==> config.mk <==
export PLATFORM = sky130hd
export DESIGN_NAME = irq_ctrl
export DESIGN_NICKNAME = d
export VERILOG_FILES = /design/src/rtl/irq_ctrl.sv
export SDC_FILE = /design/constraint.sdc
export NUM_CORES = 1
export LEC_CHECK = 0
export ABC_AREA = 0
export CAP_MARGIN = 20
export CELL_PAD_IN_SITES_DETAIL_PLACEMENT = 2
export CELL_PAD_IN_SITES_GLOBAL_PLACEMENT = 2
export CORE_ASPECT_RATIO = 0.75
export CORE_MARGIN = 2
export CORE_UTILIZATION = 26
export CTS_CLUSTER_DIAMETER = 80
export DETAILED_ROUTE_END_ITERATION = 12
export MAX_ROUTING_LAYER = met4
export PLACE_DENSITY_LB_ADDON = 0.1
export SYNTH_ARGS = -nofsm -noshare
export SYNTH_HDL_FRONTEND = slang
export SYNTH_SLANG_ARGS = --single-unit
export TNS_END_PERCENT = 50
==> constraint.sdc <==
create_clock -name clk -period 4.4 [get_ports clk]
set_input_delay 0.88 -clock clk [delete_from_list [all_inputs] [get_ports clk]]
set_output_delay 0.88 -clock clk [all_outputs]
set_load 0.03 [all_outputs]
==> src/rtl/irq_ctrl.sv <==
// Prioritised, maskable interrupt controller with EPC/level stack for the MIPS core.
// Define IRQ_NEST_EN to compile in preemptive nesting with a NEST_DEPTH-entry stack.
module irq_ctrl #(
  parameter int          NUM_IRQ     = 3,
  parameter logic [31:0] VECTOR_BASE = 32'h0000_0800,
  parameter int          VEC_SHIFT   = 6,
  parameter int          NEST_DEPTH  = 4
) (
  input  logic               clk,
  input  logic               rst_n,
  input  logic [NUM_IRQ-1:0] irq_in,
  input  logic               cpu_run,
  input  logic [31:0]        cpu_npc,
  input  logic               eret,
  input  logic               mask_we,
  input  logic [NUM_IRQ-1:0] mask_wdata,
  output logic               take,
  output logic [31:0]        vector,
  output logic [31:0]        epc,
  output logic               in_service,
  output logic [NUM_IRQ-1:0] pending,
  output logic               err
);

`ifdef IRQ_NEST_EN
  localparam int DEPTH = NEST_DEPTH;
`else
  localparam int DEPTH = 1;
`endif
  localparam int LW    = $clog2(NUM_IRQ + 1);
  localparam int SPW   = $clog2(DEPTH + 1);
  localparam int AW    = (DEPTH > 1) ? $clog2(DEPTH) : 1;
  localparam int SLOTS = 1 << AW;

  typedef struct packed {
    logic [31:0]   pc;
    logic [LW-1:0] lvl;
  } frame_t;

  frame_t stack [SLOTS];

  logic [NUM_IRQ-1:0] irq_sync, irq_prev, mask, rise, elig, win_onehot, clr;
  logic [LW-1:0]      cur_lvl, win_lvl, take_lvl;
  logic [SPW-1:0]     sp;
  logic [AW-1:0]      top, below;
  logic [31:0]        win_vec;
  logic               full, do_pop, want, do_take, push_err;

  // NOTE: every variable gets a default at the top of always_comb so no path
  // leaves it unassigned, which would otherwise infer a latch.
  always_comb begin
    rise       = irq_sync & ~irq_prev;
    elig       = pending & mask;
    win_lvl    = '0;
    win_onehot = '0;
    for (int i = 0; i < NUM_IRQ; i++) begin
      if (elig[i]) begin
        win_lvl       = LW'(i + 1);
        win_onehot    = '0;
        win_onehot[i] = 1'b1;
      end
    end
    win_vec = VECTOR_BASE + ((32'(win_lvl) - 32'd1) << VEC_SHIFT);

    full  = (sp == SPW'(DEPTH));
    top   = AW'(sp - SPW'(1));
    below = AW'(sp - SPW'(2));

    // An eret coinciding with the push cycle is ignored; the CPU is redirected
    // to the vector in that cycle anyway.
    do_pop  = eret && cpu_run && !take;
    want    = (win_lvl != '0) && (win_lvl > cur_lvl) && cpu_run && !take && !do_pop;
    do_take = want && !full;
`ifdef IRQ_NEST_EN
    push_err = want && full;
`else
    push_err = 1'b0;
`endif
    clr = do_take ? win_onehot : '0;
  end

  // NOTE: the stack body is not reset; sp = 0 already marks every entry invalid.
  always_ff @(posedge clk) begin
    if (take) stack[AW'(sp)] <= '{pc: cpu_npc, lvl: cur_lvl};
  end

  // NOTE: sequential state uses non-blocking assignments so every register
  // samples the pre-edge values, independent of statement order.
  always_ff @(posedge clk or negedge rst_n) begin
    if (!rst_n) begin
      irq_sync   <= '0;
      irq_prev   <= '0;
      pending    <= '0;
      mask       <= '1;
      take       <= 1'b0;
      vector     <= '0;
      take_lvl   <= '0;
      cur_lvl    <= '0;
      sp         <= '0;
      epc        <= '0;
      in_service <= 1'b0;
      err        <= 1'b0;
    end else begin
      irq_sync <= irq_in;
      irq_prev <= irq_sync;
      // A fresh edge wins over the clear so a request arriving at take time is kept.
      pending  <= (pending & ~clr) | rise;
      if (mask_we) mask <= mask_wdata;

      take <= do_take;
      if (do_take) begin
        vector   <= win_vec;
        take_lvl <= win_lvl;
      end

      if (take) begin
        sp         <= sp + SPW'(1);
        cur_lvl    <= take_lvl;
        epc        <= cpu_npc;
        in_service <= 1'b1;
      end else if (do_pop) begin
        if (sp == '0) begin
          err <= 1'b1;
        end else begin
          sp         <= sp - SPW'(1);
          cur_lvl    <= stack[top].lvl;
          epc        <= (sp > SPW'(1)) ? stack[below].pc : 32'd0;
          in_service <= (sp > SPW'(1));
        end
      end

      if (push_err) err <= 1'b1;
    end
  end

endmodule

==> summary.md, run 1 <==
| Metric | Value |
|---|---|
| Critical Path AT | 1980 ps |
| GR Layer Usage met2 | 20.7% |
| Worst-path clk slew | 50 ps |
| Register Area | 1470 um^2 |
| CP top delay family | buffers and inverters |
| Min Tclk post-route | 2860 ps |
| Top-count cell post-synth | nand2_1 |
| RSZ-0062 raised after global routing | no |
| Initial antenna violation count | 0 |
| Highest Clock Rate | 349 MHz |
| CP Cell Sequence | buf_4, clkdlybuf4s50_1 |
| Total gr overflow | 0 |
| Period utilisation layout | 65.0% |
| Final hold vios | 0 |
| Synth top cells by count | nand2_1, dfrtp_1, o21ai_0 |
| CP startpoint kind | flip-flop |
| WS Path Type | flip-flop to primary output |
| Post-CTS setup buffers | 0 |
| Die area | 10400 um^2 |
| All-Layer GR Usage | 13.7% |
| Leakage | 0.00162 uW |
| CTS Hold Buffers Added | 0 |
| Starting Density | 27.1% |
| Netlist Area Pre-Place | 2500 um^2 |
| Die height | 88.9 um |
| Critical Path End Type | primary output |
| Worst Path Required | 3520 ps |
| Hold Path Class | flip-flop to flip-flop |
| Distinct cells, synth | 27 |
| Crit path largest cell delay | 800 ps |
| Final Setup Violations | 0 |
| Post-DP HPWL | 4.57 mm |
| N_diodes | 0 |
| Clk sinks | 58 |
| Die width | 117 um |
| Seq cells post-synth | 58 |
| Core area | 9200 um^2 |
| Number of CTS-inserted buffers | 9 |
| Yosys top cell by area | dfrtp_1 |
| Yosys top cell area share | 53.1% |
| DRC Markers | 0 |
| GP Congestion | 0.710 |
| TritonRoute pass-1 iters | 4 |
| Int Pwr | 1600 uW |
| CTS tree | built |
| Slowest cell on the critical path | clkdlybuf4s50_1 |
| Met3 usage | 3.49% |
| Post-synth EDFFs | 2 |
| Area occupied by multi-input gates | 836 um^2 |
| Clk_lat worst skew | 320 ps |
| Switching Fraction | 38.1% |
| Pin count of the biggest net entering global routing | 74 |
| Gr busiest metal | met2 |
| PD cells | 704 nW/um^2 |
| Placement Setup Slack | 1320 ps |
| Ys Warns | 0 |
| Clock skew | 5.03 ps |
| First-pass GRT wire length | 10.3 mm |
| Top_reg_cell synth | dfrtp_1 |
| Combinational power share | 41.1% |
| Final #Nets | 378 |
| Clock root buffer | clkbuf_16 |
| PortBufs | 86 |
| Via density | 4.15 |
| Maximum vdd drop | 187 uV |
| Num ports | 113 |
| Post-synthesis sequential area ratio | 58.7% |
| Setup TNS | 0 ps |
| Clk buf depth | 2 |
| Area Overhead vs Synth | 47.5% |
| Register share of total power | 32.1% |
| Post-route ant nets | 0 |
| Final Max Slew Viols | 0 |
| Max-cap violations | 0 |
| Routed vias | 1931 |
| Syn_area_per_cell | 10.2 um^2 |
| Clock power share | 26.8% |
| Fin worst setup slack | 1540 ps |
| Fraction of layout cells with a size suffix above 1 | 8.61% |
| FP Rows | 30 |
| Routed length per instance | 14.2 um |
| Met1 usage | 17.9% |
| Status | finished clean |
| Ys async rst share | 96.6% |
| Cells after synthesis | 245 |
| H-tree Lvls | 3 |
| Routed wire length | 6.62 mm |
| Buffers & Inverters on Critical Path | 2 |
| Crit path max fanout | 73 |
| Vias in the first global route | 2032 |
| Worst-Margin Slew | 668 ps |
| Top cells by area, synth | dfrtp_1, nand2_1, buf_4 |
| DRT iter0 DRCs | 82 |
| Fill cells | 1007 |
| Slew Limit Headroom | 55.4% |
| Sw power | 987 uW |
| Post_cts resized | 0 |
-- stage by stage --
step | hold WS [ps] | utilization, % | cells | cell area, um^2 | total power (uW)
floorplan | 354 | - | 270 | 2590 | 1470
CTS | 374 | 39.9 | 464 | 3670 | 2640
finish | 371 | 40.0 | 465 | 3680 | 2590
global placement | 359 | 36.6 | 448 | 3370 | 1880
detailed placement | 362 | 36.6 | 448 | 3370 | 1920
global route | 385 | 40.0 | 465 | 3680 | 2770
-- metal layers --
| layer | wire (um) | up-vias |
|---|---|---|
| met1 | 3230 | 937 |
| li1 | - | 913 |
| met5 | 0 | - |
| met2 | 2930 | 72 |
| met3 | 368 | 9 |
| met4 | 89 | 0 |
-- flip-flops by register name (all words and copies together), names as in the netlist, 2 cells and up --
name / flops
epc: 32
vector: 4
irq_prev: 3
irq_sync: 3
mask: 3
pending: 3
cur_lvl: 2
stack: 2
take_lvl: 2
-- placed cells by master (no fill, tap or decap), types with 2 or more instances in the layout --
cell,netlist,layout
a21o_1,3,3
inv_1,7,7
clkinv_2,0,2
clkbuf_1,7,2
edfxtp_1,2,2
ha_1,3,3
clkbuf_16,0,9
o31ai_1,2,2
nand2_1,73,73
nor2b_1,5,5
mux2_1,2,2
conb_1,1,26
clkbuf_8,0,2
dfstp_2,3,3
clkdlybuf4s50_1,0,85
buf_4,28,3
dfrtp_1,53,52
o21ai_0,37,37
mux2i_1,4,4
mux2_2,2,2
-- power groups by stage --
stage / logic (uW) / clock network (uW) / registers (uW)
2_1_floorplan: 366 / 0 / 1110
3_3_place_gp: 1050 / 0 / 838
3_5_place_dp: 1080 / 0 / 839
4_1_cts: 1090 / 718 / 836
5_1_grt: 1170 / 736 / 858
6_report: 1070 / 695 / 831
-- worst register-to-register path, stage by stage, from the launching register on --
cell	delay, ps
dfstp_2	550
nand2_1	70
a32oi_1	420
ha_1	330
a21oi_1	160
nand2_1	200
nor2_8	200
mux2_1	340
-- path summary, 6_finish.rpt --
kind / start / slack, ps / depth (start not counted) / endpoint
min in group asynchronous: rst_n / 500 / 1 / epc[11]
max in group asynchronous: rst_n / 3020 / 2 / mask[1]
min: irq_sync[2] / 370 / 0 / irq_prev[2]
max reg2reg: mask[1] / 2010 / 7 / take_lvl[1]
min reg2reg: irq_sync[2] / 370 / 0 / irq_prev[2]
max: take / 1540 / 2 / take
-- final cells by class --
cell class | count | area share (%)
Clock inverter | 3 | 1.09
Timing Repair Buffer | 90 | 24.3
Tap cell | 128 | 4.35
Inverter | 7 | 0.714
Sequential cell | 58 | 39.8
Clock buffer | 13 | 7.07
Multi-Input combinational cell | 166 | 22.7
-- logic make-up (layout without fill, tap and decap cells) --
kind of cell / after synthesis / after routing / synth area share [%]
mux: 8 / 8 / 3.41
buf+inv: 46 / 113 / 11.6
simple gates: 83 / 83 / 14.5
flops: 58 / 58 / 58.7
fa+ha+maj: 3 / 3 / 1.50
other cells: 1 / 26 / 0.150
compound gates: 46 / 46 / 10.2
No activity file was read; power rests on OpenSTA's default activity.
==> inputs of run 2 (changes only) <==
--- a/config.mk
+++ b/config.mk
@@ -11,7 +11,7 @@
 export CELL_PAD_IN_SITES_GLOBAL_PLACEMENT = 2
 export CORE_ASPECT_RATIO = 0.75
 export CORE_MARGIN = 2
-export CORE_UTILIZATION = 26
+export CORE_UTILIZATION = 22
 export CTS_CLUSTER_DIAMETER = 80
 export DETAILED_ROUTE_END_ITERATION = 12
 export MAX_ROUTING_LAYER = met4
==> constraint.sdc (replaced) <==
create_clock -name clk -period 2.6 [get_ports clk]
set_input_delay 0.52 -clock clk [delete_from_list [all_inputs] [get_ports clk]]
set_output_delay 0.52 -clock clk [all_outputs]
set_load 0.03 [all_outputs]
==> run 2 against run 1 <==
  * Sequential power up 72%
  * Critical path depth up 5
  * Critical endpoint is now vector[6]
  * Largest cell class unchanged
  * First-iteration DRC count down 11%
  * Sequential share of layout area down 0.068 points
  * Highest routed layer unchanged
==> summary.md, run 2 (synthesized netlist as in run 1, its figures left out) <==
| Metric | Value |
|---|---|
| Min Tclk post-route | 2210 ps |
| Initial antenna violation count | 0 |
| Sw power | 1670 uW |
| Crit path largest cell delay | 540 ps |
| H-tree Lvls | 3 |
| Largest regs | epc (32), vector (4) |
| CTS Hold Buffers Added | 0 |
| Die area | 12200 um^2 |
| PortBufs | 86 |
| GP Congestion | 0.673 |
| Final hold vios | 0 |
| CTS tree | built |
| Post-CTS setup buffers | 0 |
| Core area | 11000 um^2 |
| Num ports | 113 |
| CP Cell Sequence | nand2_1, a32oi_1, ha_1, a21oi_1, nand2_1, nor2_8, mux2_1 |
| Maximum vdd drop | 303 uV |
| Clk sinks | 58 |
| All-Layer GR Usage | 11.6% |
| Clk_lat worst skew | 320 ps |
| Int Pwr | 2660 uW |
| DRC Markers | 0 |
| Final Max Slew Viols | 0 |
| Fraction of layout cells with a size suffix above 1 | 8.90% |
| Die width | 127 um |
| Critical Path End Type | flip-flop |
| Worst Path Required | 2800 ps |
| Crit path max fanout | 8 |
| Placed cells | 461 |
| Final #Nets | 378 |
| TritonRoute pass-1 iters | 4 |
| Worst R2R Path Depth | 7 |
| Non-Filler Instances | 477 |
| Number of CTS-inserted buffers | 9 |
| Clock skew | 5.26 ps |
| Critical Path AT | 2410 ps |
| Routed length per instance | 13.6 um |
| Clock root buffer | clkbuf_16 |
| CP startpoint kind | flip-flop |
| Hold Path Class | primary input to asynchronous set/reset pin |
| Vias in the first global route | 2009 |
| Die height | 96.2 um |
| Post_cts resized | 0 |
| Switching Fraction | 38.7% |
| Worst-path clk slew | 50 ps |
| N_diodes | 0 |
| Max-cap violations | 0 |
| First-pass GRT wire length | 10.5 mm |
| DRT iter0 DRCs | 73 |
| WS Path Type | flip-flop to flip-flop |
| Starting Density | 22.7% |
| Biggest register | epc |
| Highest Clock Rate | 453 MHz |
| Most frequent cells in the layout | clkdlybuf4s50_1, nand2_1, dfrtp_1 |
| Final design utilization | 33.6% |
| Leakage | 0.00162 uW |
| Commonest non-fill, non-tap cell in the layout | clkdlybuf4s50_1 |
| Combinational power share | 40.5% |
| Via density | 4.05 |
| Register share of total power | 33.1% |
| Area Overhead vs Synth | 47.8% |
| Total gr overflow | 0 |
| PD cells | 1170 nW/um^2 |
| Setup TNS | 0 ps |
| Pin count of the biggest net entering global routing | 54 |
| Status | finished clean |
| Final Setup Violations | 0 |
| Routed wire length | 6.50 mm |
| Post-route ant nets | 0 |
| Post-DP HPWL | 4.54 mm |
| CP most frequent cell | nand2_1 |
| Period utilisation layout | 84.9% |
| RSZ-0062 raised after global routing | no |
| Clock power share | 26.3% |
| Slowest cell on the critical path | dfstp_2 |
| FP Rows | 33 |
| Routed vias | 1931 |
| Clk buf depth | 2 |
| Largest register FFs | 32 |
==> run 2: changes by cell type in the layout (fill, tap and decap cells not counted), sizes merged <==
cell,delta
clkinvlp,+1
clkinv,+2
clkbuf,-3
==> run 2: metrics by stage <==
step                power, uW  hold WS, ps  setup WS (ps)  area, um^2
finish                   4330          217            393        3690
floorplan                2500          224            526        2590
detailed placement       3240          361            325        3400
CTS                      4430          227            332        3690
global route             4640          241            220        3690
global placement         3200          360            389        3400
==> run 2: path summary, 6_finish.rpt <==
path | startpoint | to | slack [ps]
max | mask[1] | vector[6] | 390
min | rst_n | epc[5] | 220
max reg2reg | mask[1] | vector[6] | 390
min reg2reg | irq_sync[2] | irq_prev[2] | 370
max in group asynchronous | rst_n | mask[0] | 2020
min in group clk | irq_sync[2] | irq_prev[2] | 370
==> run 2: power groups by stage <==
stage	registers (uW)	logic, uW	clock network (uW)
after floorplan	1880	620	0
after global placement	1450	1760	0
after detailed placement	1450	1790	0
after CTS	1450	1790	1190
after global routing	1490	1920	1220
final	1430	1760	1140
==> run 2: critical path, delay by kind of cell (launching register included) <==
family	cells	cell delay, ps
AO/OA/AOI/OAI	2	470
flip-flops	1	540
multiplexers	1	340
adder cells (fa/ha/maj)	1	310
AND/OR/NAND/NOR	3	430
==> run 2: routing by layer <==
metal	share of wire, %	vias to the layer above	track usage [%]
met1	52	938	16.0
met2	42	73	16.3
met5	0	-	-
met3	5.6	7	3.11
li1	-	913	-
met4	1.2	0	4.12
==> run 2: final cells by class <==
cell class	count	area, um^2
Inverter	7	26.3
Timing Repair Buffer	90	898
Tap cell	140	175
Clock buffer	10	229
Multi-Input combinational cell	166	836
Sequential cell	58	1470
Fill cell	1220	7290
Clock inverter	6	57.6
==> inputs of run 3 (changes only) <==
--- a/config.mk
+++ b/config.mk
@@ -11,7 +11,7 @@
 export CELL_PAD_IN_SITES_GLOBAL_PLACEMENT = 2
 export CORE_ASPECT_RATIO = 0.75
 export CORE_MARGIN = 2
-export CORE_UTILIZATION = 22
+export CORE_UTILIZATION = 24
 export CTS_CLUSTER_DIAMETER = 80
 export DETAILED_ROUTE_END_ITERATION = 12
 export MAX_ROUTING_LAYER = met4
==> constraint.sdc (replaced) <==
create_clock -name clk -period 2.1 [get_ports clk]
set_input_delay 0.42 -clock clk [delete_from_list [all_inputs] [get_ports clk]]
set_output_delay 0.42 -clock clk [all_outputs]
set_load 0.03 [all_outputs]
==> run 3 against run 2 <==
  * Final area grew 2.3%
  * Critical path depth grew 1
  * Global-route usage grew 1.6 points
  * Largest cell class unchanged
  * Largest power group unchanged
  * Combinational power grew 34%
  * Critical endpoint is now vector[11]
==> summary.md, run 3 (synthesized netlist as in run 1, its figures left out) <==
| Metric | Value |
|---|---|
| Critical Path AT | 2190 ps |
| Die height | 92.3 um |
| Clock power share | 24.7% |
| N_diodes | 0 |
| Largest register FFs | 32 |
| Crit path max fanout | 5 |
| Fin Hold WS | 69.4 ps |
| Maximum vdd drop | 421 uV |
| Critical Path End Type | flip-flop |
| CP startpoint kind | flip-flop |
| Via density | 4.05 |
| Final Setup Violations | 0 |
| Final hold vios | 0 |
| Clock root buffer | clkbuf_16 |
| FP Rows | 32 |
| Period utilisation layout | 94.4% |
| Clk buf depth | 2 |
| Total gr overflow | 0 |
| Int Pwr | 3330 uW |
| Routed length per instance | 14.2 um |
| Gr busiest metal | met2 |
| RSZ-0062 raised after global routing | no |
| Final #Nets | 382 |
| Num ports | 113 |
| Starting Density | 24.4% |
| Worst-path clk slew | 50 ps |
| Vias in the first global route | 2074 |
| Min Tclk post-route | 1980 ps |
| Pwr Total | 5440 uW |
| WS Path Type | flip-flop to flip-flop |
| Clk_lat worst skew | 320 ps |
| TritonRoute pass-1 iters | 4 |
| Sw power | 2110 uW |
| Placed cells | 460 |
| Max-cap violations | 0 |
| Worst-Margin Slew | 521 ps |
| Slew Limit Headroom | 65.3% |
| Setup TNS | 0 ps |
| Routed vias | 1930 |
| DRT iter0 DRCs | 21 |
| Die width | 122 um |
| Die area | 11200 um^2 |
| Met1 usage | 17.1% |
| Worst Path Required | 2300 ps |
| Non-Filler Instances | 477 |
| Highest Clock Rate | 504 MHz |
| Fraction of layout cells with a size suffix above 1 | 12.0% |
| Hold Path Class | primary input to asynchronous set/reset pin |
| PortBufs | 86 |
| Largest regs | epc (32), vector (4) |
| First-pass GRT wire length | 10.9 mm |
| GR Layer Usage met2 | 19.5% |
| PD cells | 1440 nW/um^2 |
| Clk sinks | 58 |
| Leakage | 0.00165 uW |
| Initial antenna violation count | 0 |
| Combinational power share | 43.2% |
| Biggest register | epc |
| Register share of total power | 32.1% |
| CTS tree | built |
| Pin count of the biggest net entering global routing | 54 |
| Commonest non-fill, non-tap cell in the layout | clkdlybuf4s50_1 |
| Final design utilization | 37.0% |
| Number of CTS-inserted buffers | 9 |
| H-tree Lvls | 3 |
| Status | finished clean |
| Most frequent cells in the layout | clkdlybuf4s50_1, nand2_1, dfrtp_1 |
| GP Congestion | 0.684 |
| Clock skew | 4.79 ps |
| Met3 usage | 4.00% |
| Post-DP HPWL | 4.74 mm |
| Routed wire length | 6.79 mm |
| All-Layer GR Usage | 13.2% |
| Area Overhead vs Synth | 51.2% |
| DRC Markers | 0 |
| Core area | 10200 um^2 |
| Final Max Slew Viols | 0 |
| Switching Fraction | 38.8% |
| Post-route ant nets | 0 |
-- run 3: metrics by stage --
step,setup WS [ps],area (um^2)
global route,20.5,3770
global placement,77.2,3440
detailed placement,9.97,3440
floorplan,26.1,2590
CTS,-2.76,3720
finish,117,3770
-- run 3: area by class of cell --
class / count / area (um^2)
timing repair buffer: 94 / 953
multi-input combinational: 166 / 882
inverter: 7 / 26.3
sequential: 58 / 1470
clock buffer: 13 / 260
tap: 136 / 170
clock inverter: 3 / 15.0
fill: 1143 / 6440
-- run 3: worst paths after layout --
kind	from	to	slack [ps]	cells past startpoint
worst max-delay path	mask[2]	vector[11]	120	8
worst min-delay path	rst_n	epc[13]	70	1
worst max register to register	mask[2]	vector[11]	120	8
worst min register to register	irq_sync[1]	irq_prev[1]	380	0
max in group asynchronous	rst_n	mask[2]	1450	2
min in group clk	irq_sync[1]	irq_prev[1]	380	0
-- run 3: worst max-delay path, stage by stage, from the launching register on --
cell     delay [ps]
dfstp_2         540
nand2_1          80
nand2_2         120
ha_4            210
nor2b_2         160
o21ai_4         250
nor2_8           70
buf_4           160
or2_2           260
-- run 3: power by group through the flow --
stage               Clock [uW]  Sequential, uW  Combinational (uW)
floorplan                    0            2320                 767
global placement             0            1750                2240
detailed placement           0            1760                2300
CTS                       1390            1760                2310
global route              1440            1820                2570
finish                    1340            1750                2350
-- run 3: timing repair --
| action | CTS | global route |
|---|---|---|
| setup buffers | 0 | 1 |
| pin swaps | 0 | 3 |
| endpoints found under the setup margin | 2 | 7 |
| resized for setup | 1 | 8 |
| hold buffers | 0 | 0 |
| cloned | 0 | 0 |
-- run 3: routing by layer --
layer,wire length (um),share of wire [%]
met5,0,0
met4,94,1.4
met3,458,6.7
met2,3060,45
met1,3180,47
